### src/rtl/busca_instrucao_if.sv
// Fetch-unit bus: ROM read port, decoder valid/ready handshake and status outputs.
// master = fetch controller side, slave = ROM/decoder/environment side.
interface busca_instrucao_if #(
  parameter int LARGURA_END   = 8,
  parameter int LARGURA_INSTR = 8
);
  logic                     iniciar;
  logic                     desvio_valido;
  logic [LARGURA_END-1:0]   desvio_endereco;
  logic [LARGURA_END-1:0]   endereco_rom;
  logic [LARGURA_INSTR-1:0] instrucao_rom;
  logic [LARGURA_INSTR-1:0] instrucao_out;
  logic [LARGURA_END-1:0]   pc_out;
  logic                     instrucao_valida;
  logic                     instrucao_pronta;
  logic                     parado;
  logic                     erro_desvio;
  logic [15:0]              contador_instr;

  modport master (
    input  iniciar, desvio_valido, desvio_endereco, instrucao_rom, instrucao_pronta,
    output endereco_rom, instrucao_out, pc_out, instrucao_valida, parado,
           erro_desvio, contador_instr
  );

  modport slave (
    output iniciar, desvio_valido, desvio_endereco, instrucao_rom, instrucao_pronta,
    input  endereco_rom, instrucao_out, pc_out, instrucao_valida, parado,
           erro_desvio, contador_instr
  );
endinterface

### src/rtl/busca_instrucao.sv
// Instruction fetch controller: owns the PC, reads the ROM combinationally and
// registers each word into a one-entry valid/ready slot; handles jumps, wrap and halt.
module busca_instrucao #(
  parameter int                    LARGURA_END   = 8,
  parameter int                    LARGURA_INSTR = 8,
  parameter int                    END_INICIAL   = 0,
  parameter int                    END_FINAL     = 31,
  parameter logic [LARGURA_INSTR-1:0] OPCODE_PARADA = 8'hFF
) (
  input  logic             clk,
  input  logic             reset,
  busca_instrucao_if.master bus
);

  localparam logic [LARGURA_END-1:0] INICIO = LARGURA_END'(END_INICIAL);
  localparam logic [LARGURA_END-1:0] FIM    = LARGURA_END'(END_FINAL);
  localparam logic [LARGURA_END-1:0] UM     = LARGURA_END'(1);

  typedef enum logic [1:0] {
    OCIOSO = 2'd0,
    BUSCA  = 2'd1,
    PARADO = 2'd2
  } estado_t;

  estado_t                  estado_q, estado_d;
  logic [LARGURA_END-1:0]   pc_q, pc_d;
  logic [LARGURA_INSTR-1:0] instr_q, instr_d;
  logic [LARGURA_END-1:0]   pc_out_q, pc_out_d;
  logic                     valida_q, valida_d;
  logic                     parado_q, parado_d;
  logic                     erro_q, erro_d;
  logic [15:0]              cnt_q, cnt_d;
  logic                     aceite;

  assign aceite = valida_q && bus.instrucao_pronta;

  always_comb begin
    estado_d = estado_q;
    pc_d     = pc_q;
    instr_d  = instr_q;
    pc_out_d = pc_out_q;
    valida_d = valida_q;
    parado_d = parado_q;
    erro_d   = 1'b0;
    cnt_d    = (aceite && cnt_q != 16'hFFFF) ? cnt_q + 16'd1 : cnt_q;

    case (estado_q)
      OCIOSO: begin
        if (bus.iniciar) begin
          estado_d = BUSCA;
          pc_d     = INICIO;
        end
      end
      BUSCA: begin
        if (bus.desvio_valido) begin
          // A jump flushes the slot even if the decoder never took the word.
          valida_d = 1'b0;
          if (bus.desvio_endereco > FIM) begin
            pc_d   = INICIO;
            erro_d = 1'b1;
          end else begin
            pc_d = bus.desvio_endereco;
          end
        end else if (!valida_q || bus.instrucao_pronta) begin
          instr_d  = bus.instrucao_rom;
          pc_out_d = pc_q;
          valida_d = 1'b1;
          pc_d     = (pc_q == FIM) ? INICIO : pc_q + UM;
          if (bus.instrucao_rom == OPCODE_PARADA) begin
            estado_d = PARADO;
            parado_d = 1'b1;
          end
        end
      end
      PARADO: begin
        if (bus.iniciar) begin
          estado_d = BUSCA;
          parado_d = 1'b0;
          pc_d     = INICIO;
          valida_d = 1'b0;
        end else if (aceite) begin
          valida_d = 1'b0;
        end
      end
      default: begin
        estado_d = OCIOSO;
        parado_d = 1'b0;
        valida_d = 1'b0;
      end
    endcase
  end

  always_ff @(posedge clk or posedge reset) begin
    if (reset) begin
      estado_q <= OCIOSO;
      pc_q     <= INICIO;
      instr_q  <= '0;
      pc_out_q <= '0;
      valida_q <= 1'b0;
      parado_q <= 1'b0;
      erro_q   <= 1'b0;
      cnt_q    <= '0;
    end else begin
      estado_q <= estado_d;
      pc_q     <= pc_d;
      instr_q  <= instr_d;
      pc_out_q <= pc_out_d;
      valida_q <= valida_d;
      parado_q <= parado_d;
      erro_q   <= erro_d;
      cnt_q    <= cnt_d;
    end
  end

  assign bus.endereco_rom     = pc_q;
  assign bus.instrucao_out    = instr_q;
  assign bus.pc_out           = pc_out_q;
  assign bus.instrucao_valida = valida_q;
  assign bus.parado           = parado_q;
  assign bus.erro_desvio      = erro_q;
  assign bus.contador_instr   = cnt_q;

endmodule
### src/flat_wrapper.sv
// flat-port wrapper written by rule: the top's interface ports become plain ports
module busca_instrucao_flat 
#(
  parameter int                    LARGURA_END   = 8,
  parameter int                    LARGURA_INSTR = 8,
  parameter int                    END_INICIAL   = 0,
  parameter int                    END_FINAL     = 31,
  parameter logic [LARGURA_INSTR-1:0] OPCODE_PARADA = 8'hFF
)
  (clk, reset, bus_iniciar, bus_desvio_valido, bus_desvio_endereco, bus_instrucao_rom, bus_instrucao_pronta, bus_endereco_rom, bus_instrucao_out, bus_pc_out, bus_instrucao_valida, bus_parado, bus_erro_desvio, bus_contador_instr);
  busca_instrucao_if #(.LARGURA_END(LARGURA_END), .LARGURA_INSTR(LARGURA_INSTR)) bus_i ();
  input  logic clk;
  input  logic reset;
  input wire logic [$bits(bus_i.iniciar)-1:0] bus_iniciar;
  input wire logic [$bits(bus_i.desvio_valido)-1:0] bus_desvio_valido;
  input wire logic [$bits(bus_i.desvio_endereco)-1:0] bus_desvio_endereco;
  input wire logic [$bits(bus_i.instrucao_rom)-1:0] bus_instrucao_rom;
  input wire logic [$bits(bus_i.instrucao_pronta)-1:0] bus_instrucao_pronta;
  output wire logic [$bits(bus_i.endereco_rom)-1:0] bus_endereco_rom;
  output wire logic [$bits(bus_i.instrucao_out)-1:0] bus_instrucao_out;
  output wire logic [$bits(bus_i.pc_out)-1:0] bus_pc_out;
  output wire logic [$bits(bus_i.instrucao_valida)-1:0] bus_instrucao_valida;
  output wire logic [$bits(bus_i.parado)-1:0] bus_parado;
  output wire logic [$bits(bus_i.erro_desvio)-1:0] bus_erro_desvio;
  output wire logic [$bits(bus_i.contador_instr)-1:0] bus_contador_instr;
  assign bus_i.iniciar = bus_iniciar;
  assign bus_i.desvio_valido = bus_desvio_valido;
  assign bus_i.desvio_endereco = bus_desvio_endereco;
  assign bus_i.instrucao_rom = bus_instrucao_rom;
  assign bus_i.instrucao_pronta = bus_instrucao_pronta;
  assign bus_endereco_rom = bus_i.endereco_rom;
  assign bus_instrucao_out = bus_i.instrucao_out;
  assign bus_pc_out = bus_i.pc_out;
  assign bus_instrucao_valida = bus_i.instrucao_valida;
  assign bus_parado = bus_i.parado;
  assign bus_erro_desvio = bus_i.erro_desvio;
  assign bus_contador_instr = bus_i.contador_instr;
  busca_instrucao #(.LARGURA_END(LARGURA_END), .LARGURA_INSTR(LARGURA_INSTR), .END_INICIAL(END_INICIAL), .END_FINAL(END_FINAL), .OPCODE_PARADA(OPCODE_PARADA)) u_core (.clk(clk), .reset(reset), .bus(bus_i));
endmodule
### config.mk
export PLATFORM = sky130hd
export DESIGN_NAME = busca_instrucao_flat
export DESIGN_NICKNAME = d
export VERILOG_FILES = /design/src/rtl/busca_instrucao_if.sv /design/src/rtl/busca_instrucao.sv /design/src/flat_wrapper.sv
export SDC_FILE = /design/constraint.sdc
export NUM_CORES = 1
export LEC_CHECK = 0
export ABC_AREA = 1
export CAP_MARGIN = 25
export CELL_PAD_IN_SITES_DETAIL_PLACEMENT = 0
export CELL_PAD_IN_SITES_GLOBAL_PLACEMENT = 1
export CORE_UTILIZATION = 38
export CTS_BUF_LIST = sky130_fd_sc_hd__clkbuf_8
export DETAILED_ROUTE_END_ITERATION = 7
export PLACE_DENSITY = 0.84
export RECOVER_POWER = 100
export SETUP_SLACK_MARGIN = 0.05
export SLEW_MARGIN = 10
export SYNTH_ARGS = -nofsm -noshare
export SYNTH_HDL_FRONTEND = slang
export SYNTH_SLANG_ARGS = --single-unit
### constraint.sdc
create_clock -name clk -period 3.75 [get_ports clk]
set_clock_uncertainty 0.2 [all_clocks]
set_input_delay 0.375 -clock clk [delete_from_list [all_inputs] [get_ports clk]]
set_output_delay 0.375 -clock clk [all_outputs]
set_load 0.1 [all_outputs]
Yosys cells after proc, flatten, opt, wreduce, memory -nomap -nowiden
Index checks and enable logic that the tools add are counted.
{"block": "totals", "regBits": 45, "inputBits": 21, "wordCells": 61}
{"block": "classes", "add_sub_neg": 2, "order_cmp": 1, "eq_ne": 12, "muxes": 24, "n_bitwise": 2, "n_reduce_logical": 12}
{"op": "2-to-1 mux 8 bit", "n": 5}
{"op": "adder 16 x 1 -> 16 bit (second input constant)", "n": 1}
{"op": "!= test 16 bit (second input constant)", "n": 1}
{"op": "case mux 8 bit (2 select lines)", "n": 1}
{"op": "2-to-1 mux 1 bit", "n": 11}
{"op": "AND reduction 3 bit", "n": 3}
{"op": "adder 8 x 1 -> 8 bit (second input constant)", "n": 1}
{"op": "== test 8 x 5 -> 1 bit (second input constant)", "n": 1}
{"op": "== test 8 bit (second input constant)", "n": 1}
{"op": "greater-than comparator 8 x 5 -> 1 bit (second input constant)", "n": 1}
{"op": "2-to-1 mux 2 bit", "n": 4}
{"op": "!= test 2 x 1 -> 1 bit (second input constant)", "n": 3}
{"op": "!= test 3 x 2 -> 1 bit (second input constant)", "n": 2}
{"op": "case mux 1 bit (3 select lines)", "n": 2}
{"op": "AND reduction 5 bit", "n": 1}
{"op": "!= test 2 bit (second input constant)", "n": 2}
{"op": "case mux 2 bit (2 select lines)", "n": 1}
{"op": "AND reduction 4 bit", "n": 1}
{"op": "== test 2 x 1 -> 1 bit (second input constant)", "n": 1}
{"op": "== test 2 bit (second input constant)", "n": 1}
{"op": "logical AND 1 bit", "n": 2}
{"op": "logical NOT 2 bit", "n": 1}
{"op": "inverter 1 bit", "n": 2}
{"op": "nonzero test 2 bit", "n": 1}
{"op": "other kinds (3)", "n": 3}

Depth between registers and ports, before layout
{"block": "depth", "ltp_word": 5, "mapped_depth": 10}

Worst setup path after synthesis
Ideal clock, no wire load.
{"block": "synth_path", "path_type": "register -> register", "startpoint": "reg u_core.cnt_q[1], in the netlist u_core.bus.contador_instr[1]", "endpoint": "reg u_core.cnt_q[10], in the netlist u_core.bus.contador_instr[10]", "t_arrival_ps": 2088, "required_time_ps": 3482, "path_slack_ps": 1394, "stages_incl_launch_ff": 9, "n_path_buf": 1, "period_less_slack_ps": 2356, "cell_sequence": "dfrtp_1 ha_1 inv_2 nor2_8 nand3_4 o21bai_4 buf_6 nand2_1 nand2_1"}
{"block": "synth_via", "elab_chain_len": 2, "elab_cells_between_ends": 3}
{"element": "from (decl)", "line": "busca_instrucao.sv:32", "source": "logic [15:0] cnt_q, cnt_d;"}
{"element": "from (signal assigned)", "line": "busca_instrucao.sv:111", "source": "cnt_q <= cnt_d;"}
{"element": "parallel branches: the longest is 2 deep, another holds adder 16 x 1 -> 16 bit"}
Parallel ways; which one is timed is not known.
A chain may end at the register's enable or synchronous reset.

Final worst setup path
{"block": "layout_path", "startpoint": "in bus_desvio_valido", "endpoint": "reg u_core.pc_q[7], in the netlist u_core.bus.endereco_rom[7]"}
{"block": "layout_via", "elab_chain_len": 2, "elab_cells_between_ends": 4}
{"element": "from (decl)", "line": "flat_wrapper.sv:15", "source": "input wire logic [$bits(bus_i.desvio_valido)-1:0] bus_desvio_valido;"}
{"element": "!= test 3 x 2 -> 1 bit (no source line) / 2-to-1 mux 8 bit (equally long branches)"}
{"element": "AND reduction 3 bit (no source line) / case mux 8 bit (2 select lines) (equally long branches)"}
{"element": "to (signal assigned)", "line": "busca_instrucao.sv:105", "source": "pc_q <= pc_d;"}
{"element": "to (decl)", "line": "busca_instrucao.sv:26", "source": "logic [LARGURA_END-1:0] pc_q, pc_d;"}
Parallel ways exist; a longest one is shown, timed or not.

==> results.md <==
- Status: finished clean
- Final nets: 409
- Antenna-violating nets left: 0
- Most common library cells after synthesis: nand2_1 (136), dfrtp_1 (45), inv_1 (26), nand3_1 (24), nor2_1 (23)
- Clock transition at the registers of the reported paths: 0.09 ns
- CORE AREA: 6030 um2
- H-tree depth: 2
- Clock Path Buffers: 2
- Max-slew violation count: 0
- Worst path bufs/invs: 1
- Delay-heaviest family, CP: simple AND/OR/NAND/NOR gates
- Final wirelength: 5.58 mm
- Worst hold slack: 0.237 ns
- DRC Markers: 0
- CP max-delay cell: dlygate4sd3_1
- Initial antenna violation count: 0
- Post-CTS Setup Bufs: 0
- Post-cts hold buffer count: 0
- CP arrival: 2.63 ns
- Post-synth top area share: 46.7%
- Most Frequent Cell on Critical Path: nor2_1
- Min-Delay Path Class: input port to async pin
- Setup TNS Final: 0 ns
- Share of layout cells above drive strength 1: 3.88%
- Vias: 2231
- IO Pins: 64
- Non-Filler Instances: 462
- DR WL/cell: 12.1 um
- Largest stage delay on the critical path: 0.67 ns
- CTS tree: built
- Peak VDD IR: 0.000517 V
- RSZ-0062 raised after global routing: no
- Clk sinks: 45
- FF+latch count, synth: 45
- Filler cell count: 589
- Max_slew headroom: 24.0%
- Area post-placement: 3100 um2
- Adder-cell share of the synthesized area: 1.04%
- GPL Wtd Cong: 0.773
- Synth area leaders: dfrtp_1 (47%), nand2_1 (21%), nand3_1 (5.0%)
- Setup crit end kind: flip-flop
- CP required: 3.77 ns
- Worst Path Max Fanout: 25
- Period utilization: 69.7%
- CP Class: input port to flip-flop
- Vias per inst: 4.83
- Initial Utilization: 40.0%
- Vias in the first global route: 2096
- Synth unique cells: 28
- Cell area power density: 794 nW/um2
- Max Cap Viol: 0
- Largest family of logic cells by synthesized area: simple AND/OR/NAND/NOR gates
- Worst skew pair latency: 0.30 ns
- XOR/XNOR share of the synthesized area: 3.27%
- Seq/Total Area, Yosys: 46.7%
- Most common cell in the netlist: nand2_1
- Post-DP HPWL: 4.13 mm
- I/O Buffers: 63
- CTS Buf Count: 5
- DR iter-0 viols: 95
- Synthesized area per cell: 7.53 um2
- ANT cells: 0
- Die Wd: 81.6 um
- Cell count after placement: 453
- Hold Fails Final Rpt: 0
- Synth Warn #: 0
- Static Leak: 1.61 nW
- Compound-Gate Fraction of Synth Area: 7.01%
- CTS resizes: 0
- Critical path, cell by cell: dlygate4sd3_1 > nor2_1 > nand2_1 > nor2_1 > nand3_1 > o21ai_0
- CP startpoint kind: input port
- Syn_nets: 343
- Overall Power: 0.00253 W
- FMAX: 383 MHz
- Simple-gate portion of the synthesized area: 35.7%
- Worst-Margin Slew: 1.14 ns
- Minimum period implied by the final worst setup slack: 2.61 ns
- Fin area: 3180 um2
- Area of the die: 6660 um2
- Top FF cell, synth: dfrtp_1
- Mux contribution to synthesized area: 0%
- FFs w/ async S/R, synth: 100%
- Root buf cell: clkbuf_8
- Largest net degree at the start of global routing: 46
- Chip height: 81.6 um
- Number of cell rows: 28
- First-pass GRT wire length: 9.41 mm
- Layout area overhead: 32.1%
- Final setup vio count: 0
- Number of synthesized flops with an enable pin: 0
- GRT Resource Usage Total: 18.3%
- Syn Inst Count: 320
- 1st-pass router iterations: 4
- Leading area contributor after synthesis: dfrtp_1
- Grt ovf: 0
- Mapped Area: 2410 um2
-- worst paths after layout --
| kind | start | endpoint | slack (ns) | cells past startpoint |
|---|---|---|---|---|
| worst max register to register | u_core.bus.contador_instr[0] | u_core.bus.contador_instr[13] | 1.27 | 8 |
| worst min-delay path | reset | u_core.bus.contador_instr[1] | 0.24 | 2 |
| worst min register to register | u_core.bus.instrucao_out[1] | u_core.bus.instrucao_out[1] | 0.27 | 2 |
| min in group clk | u_core.bus.instrucao_out[1] | u_core.bus.instrucao_out[1] | 0.27 | 2 |
| max in group asynchronous | reset | u_core.bus.contador_instr[15] | 2.62 | 3 |
| worst max-delay path | bus_desvio_valido | u_core.bus.endereco_rom[7] | 1.14 | 6 |
-- worst register-to-register path, stage by stage, from the launching register on --
cell	delay, ns
dfrtp_1	0.43
ha_1	0.26
inv_1	0.07
nor2_1	0.10
nand3_1	0.21
nor2_2	0.05
nor2_1	0.85
nand2_1	0.14
nand2_1	0.10
-- final cells by class --
cell class                      instances  area, um2  share of cell area [%]
Sequential cell                        45       1130                    35.4
Multi-Input combinational cell        240       1090                    34.2
Timing Repair Buffer                   64        651                    20.4
Inverter                               30        113                    3.54
Tap cell                               75       93.8                    2.95
Clock buffer                            5       68.8                    2.16
Clock inverter                          3       42.5                    1.34
-- power breakdown --
part / internal, W / leakage (nW) / switching (W)
Combinational: 0.000285 / 0.954 / 0.00116
Clock: 0.000197 / 0.0595 / 0.000169
Sequential: 0.000613 / 0.596 / 0.000106
Total: 0.00110 / 1.61 / 0.00143
-- cell usage in the layout (no fill, tap or decap), drive strengths merged --
cell           instances
a21oi                  3
a22oi                  1
buf                    1
bufinv                 1
clkbuf                 5
clkdlybuf4s50         16
clkinv                 1
dfrtp                 45
dlygate4sd3           47
ha                     2
inv                   31
nand2                138
nand3                 26
nand3b                 1
nand4                  5
nor2                  28
nor3                   2
o211ai                 1
o21ai                 22
o21bai                 1
o22ai                  1
xnor2                  4
xor2                   5
-- through the flow --
stage                     worst slack [ns]  util [%]
after global placement                1.47      51.4
after detailed placement              1.37      51.4
final                                 1.14      52.8
after CTS                             1.18      53.2
after floorplan                       1.39         -
after global routing                 0.900      52.8
-- metal layers --
layer / vias to the layer above / part of all wire (%) / wire (um) / GRT usage [%]
met3: 6 / 5.7 / 319 / 3.33
li1: 1139 / - / - / -
met1: 1017 / 48 / 2650 / 24.3
met4: 0 / 1.0 / 58 / 5.26
met5: - / 0 / 0 / 0
met2: 69 / 46 / 2550 / 30.6
-- cells by family (layout without fill, tap and decap cells) --
kind of cell | after synthesis | in the layout
AND/OR/NAND/NOR | 200 | 200
flip-flops | 45 | 45
buffers and inverters | 35 | 102
AO/OA/AOI/OAI | 29 | 29
XOR/XNOR | 9 | 9
adder cells (fa/ha/maj) | 2 | 2
-- registers in the layout, summed over array words and instances (netlist names) --
register,count
u_core.bus.erro_desvio,1
u_core.bus.instrucao_out,8
u_core.bus.pc_out,8
u_core.bus.parado,1
u_core.bus.contador_instr,16
u_core.estado_q,2
u_core.bus.instrucao_valida,1
u_core.bus.endereco_rom,8
Note: power is estimated with default switching activity, not from simulation.
